===== config.mk =====
export PLATFORM = sky130hd
export DESIGN_NAME = mem_bridge
export DESIGN_NICKNAME = d
export VERILOG_FILES = /design/src/rtl/mem_bridge_pkg.sv /design/src/rtl/mem_load_align.sv /design/src/rtl/mem_bridge.sv
export SDC_FILE = /design/constraint.sdc
export NUM_CORES = 1
export LEC_CHECK = 0
export ABC_AREA = 0
export BUFFER_PORTS_ARGS = -buffer_cell sky130_fd_sc_hd__buf_2
export CORE_AREA = 2 2 124 126
export CTS_CLUSTER_SIZE = 14
export DETAILED_ROUTE_END_ITERATION = 16
export DIE_AREA = 0 0 126 128
export GPL_TIMING_DRIVEN = 0
export PLACE_DENSITY = 0.8
export SLEW_MARGIN = 20
export SYNTH_ARGS = -nofsm -noshare
export SYNTH_HDL_FRONTEND = slang
export SYNTH_SLANG_ARGS = --single-unit
export TNS_END_PERCENT = 50

===== constraint.sdc =====
create_clock -name clk -period 3.6 [get_ports clk]
set_input_delay 0.54 -clock clk [delete_from_list [all_inputs] [get_ports clk]]
set_output_delay 0.54 -clock clk [all_outputs]
set_load 0.03 [all_outputs]

===== src/rtl/mem_bridge_pkg.sv =====
// mem_bridge_pkg: types and constants shared by the CPU-to-memory bridge.
//   ctrl_e   : cpu_ctrl access-size encodings
//   state_e  : bridge FSM states
//   size_e   : decoded access width
//   LED_ADDR / CNT_ADDR : memory-mapped IO register addresses
//   Helper functions decode the size, check alignment and build store lanes/data.
package mem_bridge_pkg;

  typedef enum logic [2:0] {
    CTRL_WORD   = 3'b000,
    CTRL_HALF_S = 3'b001,
    CTRL_HALF_U = 3'b010,
    CTRL_BYTE_S = 3'b011,
    CTRL_BYTE_U = 3'b100
  } ctrl_e;

  typedef enum logic [1:0] {
    S_IDLE   = 2'd0,
    S_ACCESS = 2'd1,
    S_WAIT   = 2'd2,
    S_DONE   = 2'd3
  } state_e;

  typedef enum logic [1:0] {
    SZ_WORD = 2'd0,
    SZ_HALF = 2'd1,
    SZ_BYTE = 2'd2
  } size_e;

  localparam logic [31:0] LED_ADDR = 32'hFFFF_FF00;
  localparam logic [31:0] CNT_ADDR = 32'hFFFF_FF04;

  // Undefined ctrl codes are treated as word accesses.
  function automatic size_e size_of(input logic [2:0] ctrl);
    case (ctrl)
      CTRL_HALF_S, CTRL_HALF_U: return SZ_HALF;
      CTRL_BYTE_S, CTRL_BYTE_U: return SZ_BYTE;
      default:                  return SZ_WORD;
    endcase
  endfunction

  function automatic logic is_misaligned(input size_e sz, input logic [1:0] a);
    return ((sz == SZ_WORD) && (a != 2'b00)) || ((sz == SZ_HALF) && a[0]);
  endfunction

  function automatic logic [3:0] store_lanes(input size_e sz, input logic [1:0] a);
    case (sz)
      SZ_HALF: return a[1] ? 4'b1100 : 4'b0011;
      SZ_BYTE: return 4'b0001 << a;
      default: return 4'b1111;
    endcase
  endfunction

  // Sub-word store data is replicated so every enabled lane sees it.
  function automatic logic [31:0] store_data(input size_e sz, input logic [31:0] w);
    case (sz)
      SZ_HALF: return {2{w[15:0]}};
      SZ_BYTE: return {4{w[7:0]}};
      default: return w;
    endcase
  endfunction

  function automatic logic [31:0] lane_mask(input logic [3:0] l);
    return {{8{l[3]}}, {8{l[2]}}, {8{l[1]}}, {8{l[0]}}};
  endfunction

endpackage


===== src/rtl/mem_load_align.sv =====
// mem_load_align: little-endian lane select and sign/zero extension for loads.
//   word : 32-bit word read from RAM or an IO register
//   addr : byte offset within the word (cpu_addr[1:0])
//   ctrl : access size encoding (ctrl_e)
//   data : formatted, right-justified load result
module mem_load_align
  import mem_bridge_pkg::*;
(
  input  logic [31:0] word,
  input  logic [1:0]  addr,
  input  logic [2:0]  ctrl,
  output logic [31:0] data
);

  logic [15:0] half_sel;
  logic [7:0]  byte_sel;

  always_comb begin
    half_sel = addr[1] ? word[31:16] : word[15:0];
    case (addr)
      2'd0:    byte_sel = word[7:0];
      2'd1:    byte_sel = word[15:8];
      2'd2:    byte_sel = word[23:16];
      default: byte_sel = word[31:24];
    endcase
    case (ctrl)
      CTRL_HALF_S: data = {{16{half_sel[15]}}, half_sel};
      CTRL_HALF_U: data = {16'h0000, half_sel};
      CTRL_BYTE_S: data = {{24{byte_sel[7]}}, byte_sel};
      CTRL_BYTE_U: data = {24'h00_0000, byte_sel};
      default:     data = word;
    endcase
  end

endmodule


===== src/rtl/mem_bridge.sv =====
// mem_bridge: single-outstanding CPU access bridge to a synchronous RAM,
// an LED register (0xFFFF_FF00) and a read-only cycle counter (0xFFFF_FF04).
//   clk, rst          : clock, synchronous active-high reset
//   cpu_req/addr/wdata/we/ctrl : CPU access request, sampled only in IDLE
//   cpu_rdata, mio_ready       : formatted load data, one-cycle completion pulse
//   bus_err                    : sticky misaligned/unmapped flag
//   ram_addr/we/din, ram_dout  : RAM port (read data valid one cycle after address)
//   led_out                    : LED register contents
module mem_bridge
  import mem_bridge_pkg::*;
(
  input  logic        clk,
  input  logic        rst,
  input  logic        cpu_req,
  input  logic [31:0] cpu_addr,
  input  logic [31:0] cpu_wdata,
  input  logic        cpu_we,
  input  logic [2:0]  cpu_ctrl,
  output logic [31:0] cpu_rdata,
  output logic        mio_ready,
  output logic        bus_err,
  output logic [9:0]  ram_addr,
  output logic [3:0]  ram_we,
  output logic [31:0] ram_din,
  input  logic [31:0] ram_dout,
  output logic [31:0] led_out
);

  state_e      state_q;
  logic [1:0]  addr_lo_q;
  logic        we_q;
  logic [2:0]  ctrl_q;
  logic [31:0] cpu_rdata_q;
  logic        mio_ready_q;
  logic        bus_err_q;
  logic [9:0]  ram_addr_q;
  logic [3:0]  ram_we_q;
  logic [31:0] ram_din_q;
  logic [31:0] led_q;
  logic [31:0] cnt_q;

  size_e       req_size;
  logic        req_misaligned;
  logic        is_ram;
  logic        is_led;
  logic        is_cnt;
  logic [3:0]  req_lanes;
  logic [31:0] req_din;
  logic [31:0] req_mask;
  logic [31:0] io_word;

  logic [31:0] align_word;
  logic [1:0]  align_addr;
  logic [2:0]  align_ctrl;
  logic [31:0] align_data;

  always_comb begin
    req_size       = size_of(cpu_ctrl);
    req_misaligned = is_misaligned(req_size, cpu_addr[1:0]);
    is_ram         = (cpu_addr[31:12] == '0);
    is_led         = (cpu_addr[31:2] == LED_ADDR[31:2]);
    is_cnt         = (cpu_addr[31:2] == CNT_ADDR[31:2]);
    req_lanes      = store_lanes(req_size, cpu_addr[1:0]);
    req_din        = store_data(req_size, cpu_wdata);
    req_mask       = lane_mask(req_lanes);
    io_word        = is_led ? led_q : cnt_q;
  end

  // One formatter serves both paths: IO loads format in IDLE from the live
  // request, RAM loads format in WAIT from the latched request and ram_dout.
  always_comb begin
    if (state_q == S_WAIT) begin
      align_word = ram_dout;
      align_addr = addr_lo_q;
      align_ctrl = ctrl_q;
    end else begin
      align_word = io_word;
      align_addr = cpu_addr[1:0];
      align_ctrl = cpu_ctrl;
    end
  end

  mem_load_align u_align (
    .word (align_word),
    .addr (align_addr),
    .ctrl (align_ctrl),
    .data (align_data)
  );

  always_ff @(posedge clk) begin
    if (rst) begin
      state_q     <= S_IDLE;
      addr_lo_q   <= '0;
      we_q        <= 1'b0;
      ctrl_q      <= '0;
      cpu_rdata_q <= '0;
      mio_ready_q <= 1'b0;
      bus_err_q   <= 1'b0;
      ram_addr_q  <= '0;
      ram_we_q    <= '0;
      ram_din_q   <= '0;
      led_q       <= '0;
      cnt_q       <= '0;
    end else begin
      cnt_q       <= cnt_q + 32'd1;
      mio_ready_q <= 1'b0;
      ram_we_q    <= '0;
      case (state_q)
        S_IDLE: begin
          if (cpu_req) begin
            addr_lo_q <= cpu_addr[1:0];
            we_q      <= cpu_we;
            ctrl_q    <= cpu_ctrl;
            if (req_misaligned || !(is_ram || is_led || is_cnt)) begin
              bus_err_q   <= 1'b1;
              cpu_rdata_q <= '0;
              mio_ready_q <= 1'b1;
              state_q     <= S_DONE;
            end else if (is_ram) begin
              ram_addr_q <= cpu_addr[11:2];
              if (cpu_we) begin
                ram_we_q  <= req_lanes;
                ram_din_q <= req_din;
              end
              state_q <= S_ACCESS;
            end else begin
              if (cpu_we) begin
                if (is_led) begin
                  led_q <= (led_q & ~req_mask) | (req_din & req_mask);
                end
              end else begin
                cpu_rdata_q <= align_data;
              end
              mio_ready_q <= 1'b1;
              state_q     <= S_DONE;
            end
          end
        end
        S_ACCESS: begin
          if (we_q) begin
            mio_ready_q <= 1'b1;
            state_q     <= S_DONE;
          end else begin
            state_q <= S_WAIT;
          end
        end
        S_WAIT: begin
          cpu_rdata_q <= align_data;
          mio_ready_q <= 1'b1;
          state_q     <= S_DONE;
        end
        default: begin
          state_q <= S_IDLE;
        end
      endcase
    end
  end

  // The write strobe is registered a cycle ahead of the RAM edge that consumes
  // it, so a reset raised during ACCESS must mask it directly to abort the store.
  assign ram_we    = rst ? 4'b0000 : ram_we_q;
  assign cpu_rdata = cpu_rdata_q;
  assign mio_ready = mio_ready_q;
  assign bus_err   = bus_err_q;
  assign ram_addr  = ram_addr_q;
  assign ram_din   = ram_din_q;
  assign led_out   = led_q;

endmodule


# Word-level counts from Yosys, hierarchy flattened
# Cells that the tools add are included.
[classes]
n_bitwise = 9
shifts = 1
eq_ne = 19
reduce_logical = 22
n_addsub = 1
muxes = 27
[ops]
columns = ["op", "count"]
rows = [
  ["two-way mux 32 bit", 6],
  ["case mux 32 bit (2 select lines)", 2],
  ["case mux 32 bit (4 select lines)", 1],
  ["bitwise AND 32 bit", 2],
  ["== test 30 bit (second input constant)", 2],
  ["adder 32 x 1 -> 32 bit (second input constant)", 1],
  ["NOT 32 bit", 1],
  ["OR 32 bit", 1],
  ["case mux 8 bit (3 select lines)", 1],
  ["logical NOT 20 bit", 1],
  ["two-way mux 16 bit", 1],
  ["== test 3 x 2 -> 1 bit (second input constant)", 4],
  ["two-way mux 2 bit", 4],
  ["two-way mux 4 bit", 2],
  ["case mux 4 bit (2 select lines)", 1],
  ["AND reduction 4 bit", 2],
  ["== test 2 x 1 -> 1 bit (second input constant)", 3],
  ["== test 2 bit (second input constant)", 3],
  ["== test 3 x 1 -> 1 bit (second input constant)", 2],
  ["== test 3 bit (second input constant)", 2],
  ["logical NOT 2 bit", 3],
  ["inequality test 3 bit (second input constant)", 2],
  ["case mux 2 bit (3 select lines)", 1],
  ["AND reduction 6 bit", 1],
  ["other kinds (16)", 30],
]
[totals]
wordCells = 91
inputBits = 103
output_inout_bits = 112
reg_bits = 152

# Depth between registers and ports, before layout
# Gate-level depths: netlist of the first run.
[depth]
word_depth = 10
mapped_depth = 13
mapped_depth_nobuf = 11

# Hierarchy
# From an unflattened synthesis of the first run, not the netlist that was laid out.
[unflattened]
hier_cells = 1092
hier_area_um2 = 8704.6
[by_module_without_submodules]
columns = ["mod", "area_per_inst_um2", "seq_area_each_um2", "cells_each", "instances"]
rows = [
  ["mem_bridge", 7566.0, 3042.9, 941, 1],
  ["mem_load_align", 1138.6, 0.0, 151, 1],
]

# Worst setup path before layout of the first run
# Ideal clock, no wire load.
[synth_path]
path_type = "input-to-reg"
from = "in cpu_ctrl[0]"
to = "reg cpu_rdata_q[22], in the netlist cpu_rdata[22]"
slack_ns = 0.555
setup_ns = 0.122
path_buffers = 1
path_stages = 12
t_arrival_ns = 2.923
required_ns = 3.478
path_cell_list = "nor2b_1 -> a22o_1 -> inv_1 -> ha_1 -> a21oi_1 -> nor2_1 -> nor3_1 -> o32ai_1 -> o21bai_4 -> nor2_4 -> buf_4 -> a221o_1"
[synth_via]
elab_chain_len = 10
word_cells_on_any_way = 27
cone_classes = "11 x eq/ne; 8 x mux; 8 x reduce/logical"
[synth_lines]
columns = ["element", "line", "rtl"]
rows = [
  ["start, declared", "mem_bridge.sv:18", "input logic [2:0] cpu_ctrl,"],
  ["== test 3 x 2 -> 1 bit (tied with other cells)", "mem_bridge_pkg.sv:35", "case (ctrl)"],
  ["OR reduction 2 bit", "mem_bridge_pkg.sv:35", ""],
  ["case mux 2 bit (2 select lines)", "mem_bridge_pkg.sv:35", ""],
  ["== test 2 x 1 -> 1 bit or logical NOT 2 bit (tied branches)", "mem_bridge_pkg.sv:43", "return ((sz == SZ_WORD) && (a != 2'b00)) || ((sz == SZ_HALF) && a[0]);"],
  ["logical AND 1 bit", "mem_bridge_pkg.sv:43", ""],
  ["logical OR 1 bit", "mem_bridge_pkg.sv:43", ""],
  ["logical OR 1 bit", "mem_bridge.sv:114", "if (req_misaligned || !(is_ram || is_led || is_cnt)) begin"],
  ["two-way mux 32 bit", "mem_bridge.sv:114", ""],
  ["two-way mux 32 bit", "mem_bridge.sv:110", "if (cpu_req) begin"],
  ["case mux 32 bit (2 select lines)", "mem_bridge.sv:108", "case (state_q)"],
  ["end signal, assigned", "mem_bridge.sv:132", "cpu_rdata_q <= align_data;"],
  ["end signal, assigned", "mem_bridge.sv:148", "cpu_rdata_q <= align_data;"],
  ["end, declared", "mem_bridge.sv:33", "logic [31:0] cpu_rdata_q;"],
]
# Parallel ways exist; a longest one is shown, timed or not. The select of a mux whose other input is x is not followed.
# A chain may end at the register's enable or synchronous reset.

# Final worst setup path of the first run
[layout_path]
from = "in cpu_ctrl[0]"
to = "reg cpu_rdata_q[24], in the netlist cpu_rdata[24]"
# Same word-level chain as after synthesis.

==> results.sh, run 1 <==
export IMPL_outcome="finished clean"
export IMPL_gp_congestion=0.974
export IMPL_hold_viol=0
export IMPL_grt_busiest_layer="met2"
export IMPL_diodes=0
export IMPL_core_um2=14900
export IMPL_final_core_util_pct=64.8
export IMPL_relSlewSlack_pct=38.8
export IMPL_clk_latency_ns=0.44
export IMPL_slowest_delay_ns=0.62
export IMPL_ant_nets=0
export IMPL_ios=215
export IMPL_synth_edf_count=0
export IMPL_yosysSeqAreaShare_pct=39.3
export IMPL_async_flop_share_pct=0
export IMPL_critPathRequiredTime_ns=3.92
export IMPL_arrival_ns=3.65
export IMPL_root_buffer="clkbuf_16"
export IMPL_worstReg2RegEnd="cpu_rdata[1]"
export IMPL_path_class="in2reg"
export IMPL_dr_pass1_iters=7
export IMPL_hold_path_end="ram_addr[2]"
export IMPL_p_total_uw=5050
export IMPL_grt_pass1_wl_mm=42.3
export IMPL_sequentialPowerShare_pct=35.7
export IMPL_wire_per_inst_um=19.6
export IMPL_hpwl_mm=21.0
export IMPL_clockPowerShare_pct=35.8
export IMPL_vdd_drop_max_mv=0.366
export IMPL_period_share_pct=92.6
export IMPL_nets=1286
export IMPL_synth_top_area_share_pct=39.3
export IMPL_htreeDepth=4
export IMPL_row_count=45
export IMPL_grt_util_all_layers_pct=33.2
export IMPL_ctsHoldBuffers=0
export IMPL_viasPerCell=6.00
export IMPL_min_path_cells=3
export IMPL_synth_ff_type="dfxtp_1"
export IMPL_grt_max_degree=17
export IMPL_crit_chain="buf_2 > nor2b_1 > a22o_1 > inv_1 > ha_1 > nor2_1 > nor2_1 > nor3_1 > o32ai_1 > o21bai_4 > nor2_4 > buf_4 > a221o_1"
export IMPL_synthDistinctLibCells=62
export IMPL_clk_pin_slew_worst_paths_ns=0.06
export IMPL_final_cell_mix="buf_2 (217), dfxtp_1 (152), nor2_1 (144)"
export IMPL_grt_use_met3_pct=9.77
export IMPL_multi_input_area_um2=4410
export IMPL_ff_latch_area_um2=3040
export IMPL_rr_worst_depth=11
export IMPL_tightest_slew_ns=0.910
export IMPL_final_max_slew_violation_count=0
export IMPL_swShare_pct=34.9
export IMPL_synth_top_area_cell="dfxtp_1"
export IMPL_rsz0062_at_grt="no"
export IMPL_p_leak_uw=0.00396
export IMPL_setup_viol=0
export IMPL_met2_usage_pct=52.7
export IMPL_post_cts_buffers=0
export IMPL_dieArea_um2=16100
export IMPL_worstHoldStart="cpu_addr[4]"
export IMPL_synthTopCellsByArea="dfxtp_1 (39%), nor2_1 (7.0%), mux2i_1 (5.7%)"
export IMPL_r2r_setup_slack_ns=0.31
export IMPL_internal_power_uw=3290
export IMPL_final_common_cell="buf_2"
export IMPL_drive_gt1_share_pct=23.5
export IMPL_cellPowerDensity_nw_per_um2=524
export IMPL_synthesis_nets=1056
export IMPL_p_comb_share_pct=28.5
export IMPL_grtUsageMet1_pct=42.4
export IMPL_syn2layout_area_growth_pct=24.4
export IMPL_syn_area_per_cell_um2=8.19
export IMPL_routed_wl_mm=26.9
export IMPL_ctsResizeCount=0
export IMPL_via_count=8260
export IMPL_numCtsBuffers=17
export IMPL_syn_area_um2=7740
export IMPL_synthCells=945
export IMPL_die_height_um=128
export IMPL_cts_sinks=152
export IMPL_ys_ff_latch=152
export IMPL_setup_worst_path_start_class="primary input"
export IMPL_drv_cap=0
export IMPL_start_util_pct=52.1
export IMPL_hold_class="in2reg"
export IMPL_cts_tree="built"
export IMPL_crit_path_max_fanout=10
export IMPL_ys_warnings_count=0
export IMPL_grt_pass1_vias=7983
export IMPL_cpMostUsedCell="nor2_1"
export IMPL_numPortBuffers=211
export IMPL_nFillCells=1324
export IMPL_drt_initial_drc_count=893
export IMPL_antenna_found_initial=0
export IMPL_crit_path_top_delay_cell="nor3_1"
export IMPL_switching_power_uw=1760
export IMPL_timing_final_crit_period_ns=3.33
export IMPL_timing_hold_ws_ns=0.361
export IMPL_overflow=0
export IMPL_drcViolationCount=0
export IMPL_regToRegStartpoint="state_q[0]"
export IMPL_endpoint_kind="flop"
export IMPL_fin_worst_skew_ns=0.00499
export IMPL_die_x_um=126
export IMPL_fmax_ghz=0.300
export IMPL_clock_path_buffers=2
[Yosys cell counts, types with 22 or more instances]
cell type and instances:
nor2_1 145, nand3_1 40, dfxtp_1 152, a221o_1 24, a21oi_1 38, a22oi_1 22
nand2_1 117, mux2i_1 44, o21ai_0 42, clkbuf_1 49
[worst max-delay path, delay by kind of cell]
family	cells	cell delay, ns
compound gates	4	1.26
simple gates	5	1.20
buf+inv	3	0.39
fa+ha+maj	1	0.25
[how the worst max path moves through the flow]
stage / endpoint / slack (ns) / startpoint / cells past startpoint
2_1_floorplan: cpu_rdata[22] / 0.56 / cpu_ctrl[0] / 12
3_3_place_gp: cpu_rdata[28] / 0.03 / cpu_ctrl[0] / 13
3_5_place_dp: cpu_rdata[22] / -0.02 / cpu_ctrl[0] / 13
4_1_cts: cpu_rdata[1] / 0.23 / state_q[0] / 11
5_1_grt: cpu_rdata[1] / 0.09 / state_q[0] / 11
6_report: cpu_rdata[24] / 0.27 / cpu_ctrl[0] / 13
[cell families after synthesis]
logic type	Yosys count	share of synthesized area (%)
AND/OR/NAND/NOR	416	25.6
adder cells (fa/ha/maj)	8	1.29
buffers and inverters	73	3.83
multiplexers	49	6.42
flip-flops	152	39.3
XOR/XNOR	29	3.28
AO/OA/AOI/OAI	218	20.3
[metal layers]
layer  up-vias  wire, um
li1       3868         -
met3        74      2840
met5         -         0
met2       501     12100
met1      3817     11100
met4         0       930
[area by class of cell]
cell class                      count  area share [%]
Inverter                           12           0.468
Clock buffer                       21            4.57
Clock inverter                     11            1.52
Buffer                             61            2.63
Sequential cell                   152            31.6
Tap cell                          188            2.44
Multi-Input combinational cell    720            45.8
Timing Repair Buffer              211            11.0
[power by group through the flow]
stage / Sequential, uW / Clock (uW) / Combinational (uW)
6_report: 1800 / 1810 / 1440
3_3_place_gp: 1830 / 0 / 1370
5_1_grt: 1810 / 1890 / 1560
2_1_floorplan: 1920 / 0 / 867
4_1_cts: 1800 / 1810 / 1390
3_5_place_dp: 1840 / 0 / 1380
[per-stage QoR]
stage	worst slack, ns	std cells	area [um2]	TNS (ns)
floorplan	0.555	945	7740	0
global placement	0.0256	1344	9030	0
detailed placement	-0.0235	1344	9040	-0.186
CTS	0.232	1376	9620	0
global route	0.0900	1376	9630	0
finish	0.267	1376	9630	0
(Power assumes the default switching activity.)
==> run 2: changes to the inputs <==
--- a/config.mk
+++ b/config.mk
@@ -7,12 +7,13 @@
 export LEC_CHECK = 0
 export ABC_AREA = 0
 export BUFFER_PORTS_ARGS = -buffer_cell sky130_fd_sc_hd__buf_2
-export CORE_AREA = 2 2 124 126
+export CORE_AREA = 2 2 123 125
+export CTS_BUF_LIST = sky130_fd_sc_hd__clkbuf_8
 export CTS_CLUSTER_SIZE = 14
 export DETAILED_ROUTE_END_ITERATION = 16
-export DIE_AREA = 0 0 126 128
+export DIE_AREA = 0 0 125 127
 export GPL_TIMING_DRIVEN = 0
-export PLACE_DENSITY = 0.8
+export PLACE_DENSITY = 0.81
 export SLEW_MARGIN = 20
 export SYNTH_ARGS = -nofsm -noshare
 export SYNTH_HDL_FRONTEND = slang
==> run 2 against run 1 <==
Die area down 1.6%; sequential power about the same; largest power group is now registers; wire length down 0.72%; utilization up 0.45 points; maximum frequency down 1.0%; via count up 0.30%; sequential share of layout area up 0.74 points; design area down 2.3%; clock power down 30%.
==> results.sh, run 2 (same netlist as run 1, synthesis figures left out) <==
export IMPL_row_count=44
export IMPL_min_path_cells=3
export IMPL_arrival_ns=3.73
export IMPL_grt_max_degree=17
export IMPL_cpMostUsedCell="clkbuf_1"
export IMPL_setup_worst_path_start_class="flop"
export IMPL_nFillCells=1300
export IMPL_period_share_pct=93.5
export IMPL_cellPowerDensity_nw_per_um2=477
export IMPL_clock_path_buffers=2
export IMPL_timing_final_crit_period_ns=3.37
export IMPL_crit_path_max_fanout=10
export IMPL_topRoutingLayerUsed="met4"
export IMPL_final_common_cell="buf_2"
export IMPL_worstReg2RegEnd="cpu_rdata[1]"
export IMPL_dr_pass1_iters=5
export IMPL_relSlewSlack_pct=28.1
export IMPL_root_buffer="clkbuf_8"
export IMPL_gp_congestion=0.966
export IMPL_numCtsBuffers=17
export IMPL_core_um2=14400
export IMPL_outcome="finished clean"
export IMPL_fmax_ghz=0.297
export IMPL_wire_per_inst_um=19.5
export IMPL_fin_worst_skew_ns=0.00963
export IMPL_internal_power_uw=2790
export IMPL_ios=215
export IMPL_cts_tree="built"
export IMPL_routed_wl_mm=26.8
export IMPL_sequentialPowerShare_pct=40.1
export IMPL_final_core_util_pct=65.2
export IMPL_grt_util_all_layers_pct=33.1
export IMPL_regToRegStartpoint="state_q[0]"
export IMPL_syn2layout_area_growth_pct=21.6
export IMPL_final_max_slew_violation_count=0
export IMPL_finalSetupTns_ns=0
export IMPL_via_count=8285
export IMPL_worstHoldStart="cpu_addr[5]"
export IMPL_numPortBuffers=211
export IMPL_ff_latch_area_um2=3040
export IMPL_met2WireLength_mm=11.9
export IMPL_rr_worst_depth=11
export IMPL_crit_family="buffers and inverters"
export IMPL_antenna_found_initial=0
export IMPL_hpwl_mm=21.2
export IMPL_critPathRequiredTime_ns=3.96
export IMPL_setup_viol=0
export IMPL_endpoint_kind="flop"
export IMPL_final_cell_mix="buf_2 (217), dfxtp_1 (152), nor2_1 (145)"
export IMPL_drv_cap=0
export IMPL_swShare_pct=37.8
export IMPL_crit_path_top_delay_cell="clkbuf_1"
export IMPL_ctsHoldBuffers=0
export IMPL_drt_initial_drc_count=881
export IMPL_dieArea_um2=15900
export IMPL_htreeDepth=4
export IMPL_multi_input_area_um2=4410
export IMPL_drive_gt1_share_pct=23.5
export IMPL_crit_chain="inv_1 > ha_1 > clkbuf_1 > clkbuf_2 > clkbuf_1 > clkbuf_1 > a211oi_1 > a221o_1 > nand2_1 > o2111ai_1 > a22o_1"
export IMPL_overflow=0
export IMPL_die_x_um=125
export IMPL_vdd_drop_max_mv=0.280
export IMPL_die_height_um=127
export IMPL_start_util_pct=53.7
export IMPL_clk_latency_ns=0.46
export IMPL_timing_hold_ws_ns=0.333
export IMPL_rsz0062_at_grt="no"
export IMPL_tightest_slew_ns=1.07
export IMPL_drcViolationCount=0
export IMPL_nets=1286
export IMPL_p_leak_uw=0.00388
export IMPL_wl_met3_mm=2.54
export IMPL_p_total_uw=4490
export IMPL_met1_length_mm=11.3
export IMPL_clk_pin_slew_worst_paths_ns=0.08
export IMPL_cts_sinks=152
export IMPL_hold_path_end="ram_addr[3]"
export IMPL_clockPowerShare_pct=28.3
export IMPL_hold_viol=0
export IMPL_hold_class="in2reg"
export IMPL_p_comb_share_pct=31.7
export IMPL_diodes=0
export IMPL_path_class="reg2reg"
export IMPL_finalNonFillerCells=1371
export IMPL_place_inst=1340
export IMPL_slowest_delay_ns=0.46
export IMPL_ant_nets=0
export IMPL_grt_pass1_vias=7733
export IMPL_grt_pass1_wl_mm=41.6
export IMPL_critPathBufInv=5
export IMPL_r2r_setup_slack_ns=0.23
export IMPL_switching_power_uw=1700
export IMPL_viasPerCell=6.04
## run 2: cell types whose count changed in the layout (fill, tap and decap cells not counted)
cell,delta
clkbuf_8,+20
clkbuf_16,-17
clkbuf_1,-4
bufinv_16,-2
clkinv_4,+2
inv_1,+2
clkinv_2,-1
clkinvlp_4,-1
nor2_1,+1
nor2_2,-1
## run 2: through the flow
stage               instance area (um2)  worst slack [ns]
floorplan                          7740             0.555
global placement                   9020          -0.00438
detailed placement                 9030           -0.0230
CTS                                9410             0.195
global route                       9410            0.0482
finish                             9410             0.233
## run 2: worst reg2reg max path: cells and delay by family (launching register included)
family	cells	cell delay, ns
compound gates	4	0.85
fa+ha+maj	1	0.30
buf+inv	5	1.70
flops	1	0.34
simple gates	1	0.08
## run 2: power by group through the flow
stage,Sequential [uW],Clock [uW],Combinational (uW)
after floorplan,1920,0,867
after CTS,1800,1260,1390
after global placement,1840,0,1370
after global routing,1810,1340,1540
final,1800,1270,1420
after detailed placement,1840,0,1380
## run 2: worst max path at each step
stage                          endpoint  slack (ns)  cells past startpoint         from
after floorplan           cpu_rdata[22]        0.56                     12  cpu_ctrl[0]
after global placement    cpu_rdata[23]      -0.004                     13  cpu_ctrl[0]
after detailed placement  cpu_rdata[17]       -0.02                      9  cpu_addr[4]
after CTS                  cpu_rdata[1]        0.19                     11   state_q[0]
after global routing       cpu_rdata[1]        0.05                     11   state_q[0]
final                      cpu_rdata[1]        0.23                     11   state_q[0]
## run 2: repair_timing
action,4_1_cts,5_1_grt
setup endpoints to repair,0,2
buffers inserted,0,0
hold endpoints to repair,0,0
gates resized for setup,0,2
## run 2: final cells by class
cell class / instances / area share (%)
buffer: 61 / 2.69
clock buffer: 20 / 2.93
sequential: 152 / 32.3
tap: 184 / 2.45
timing repair buffer: 211 / 11.2
inverter: 12 / 0.479
multi-input combinational: 720 / 46.8
clock inverter: 11 / 1.05
## run 2: per-layer routing
metal / up-vias / global-route usage (%)
met3: 77 / 6.66
met4: 0 / 15.2
met5: - / 0
met1: 3843 / 43.6
met2: 494 / 52.9
li1: 3871 / -
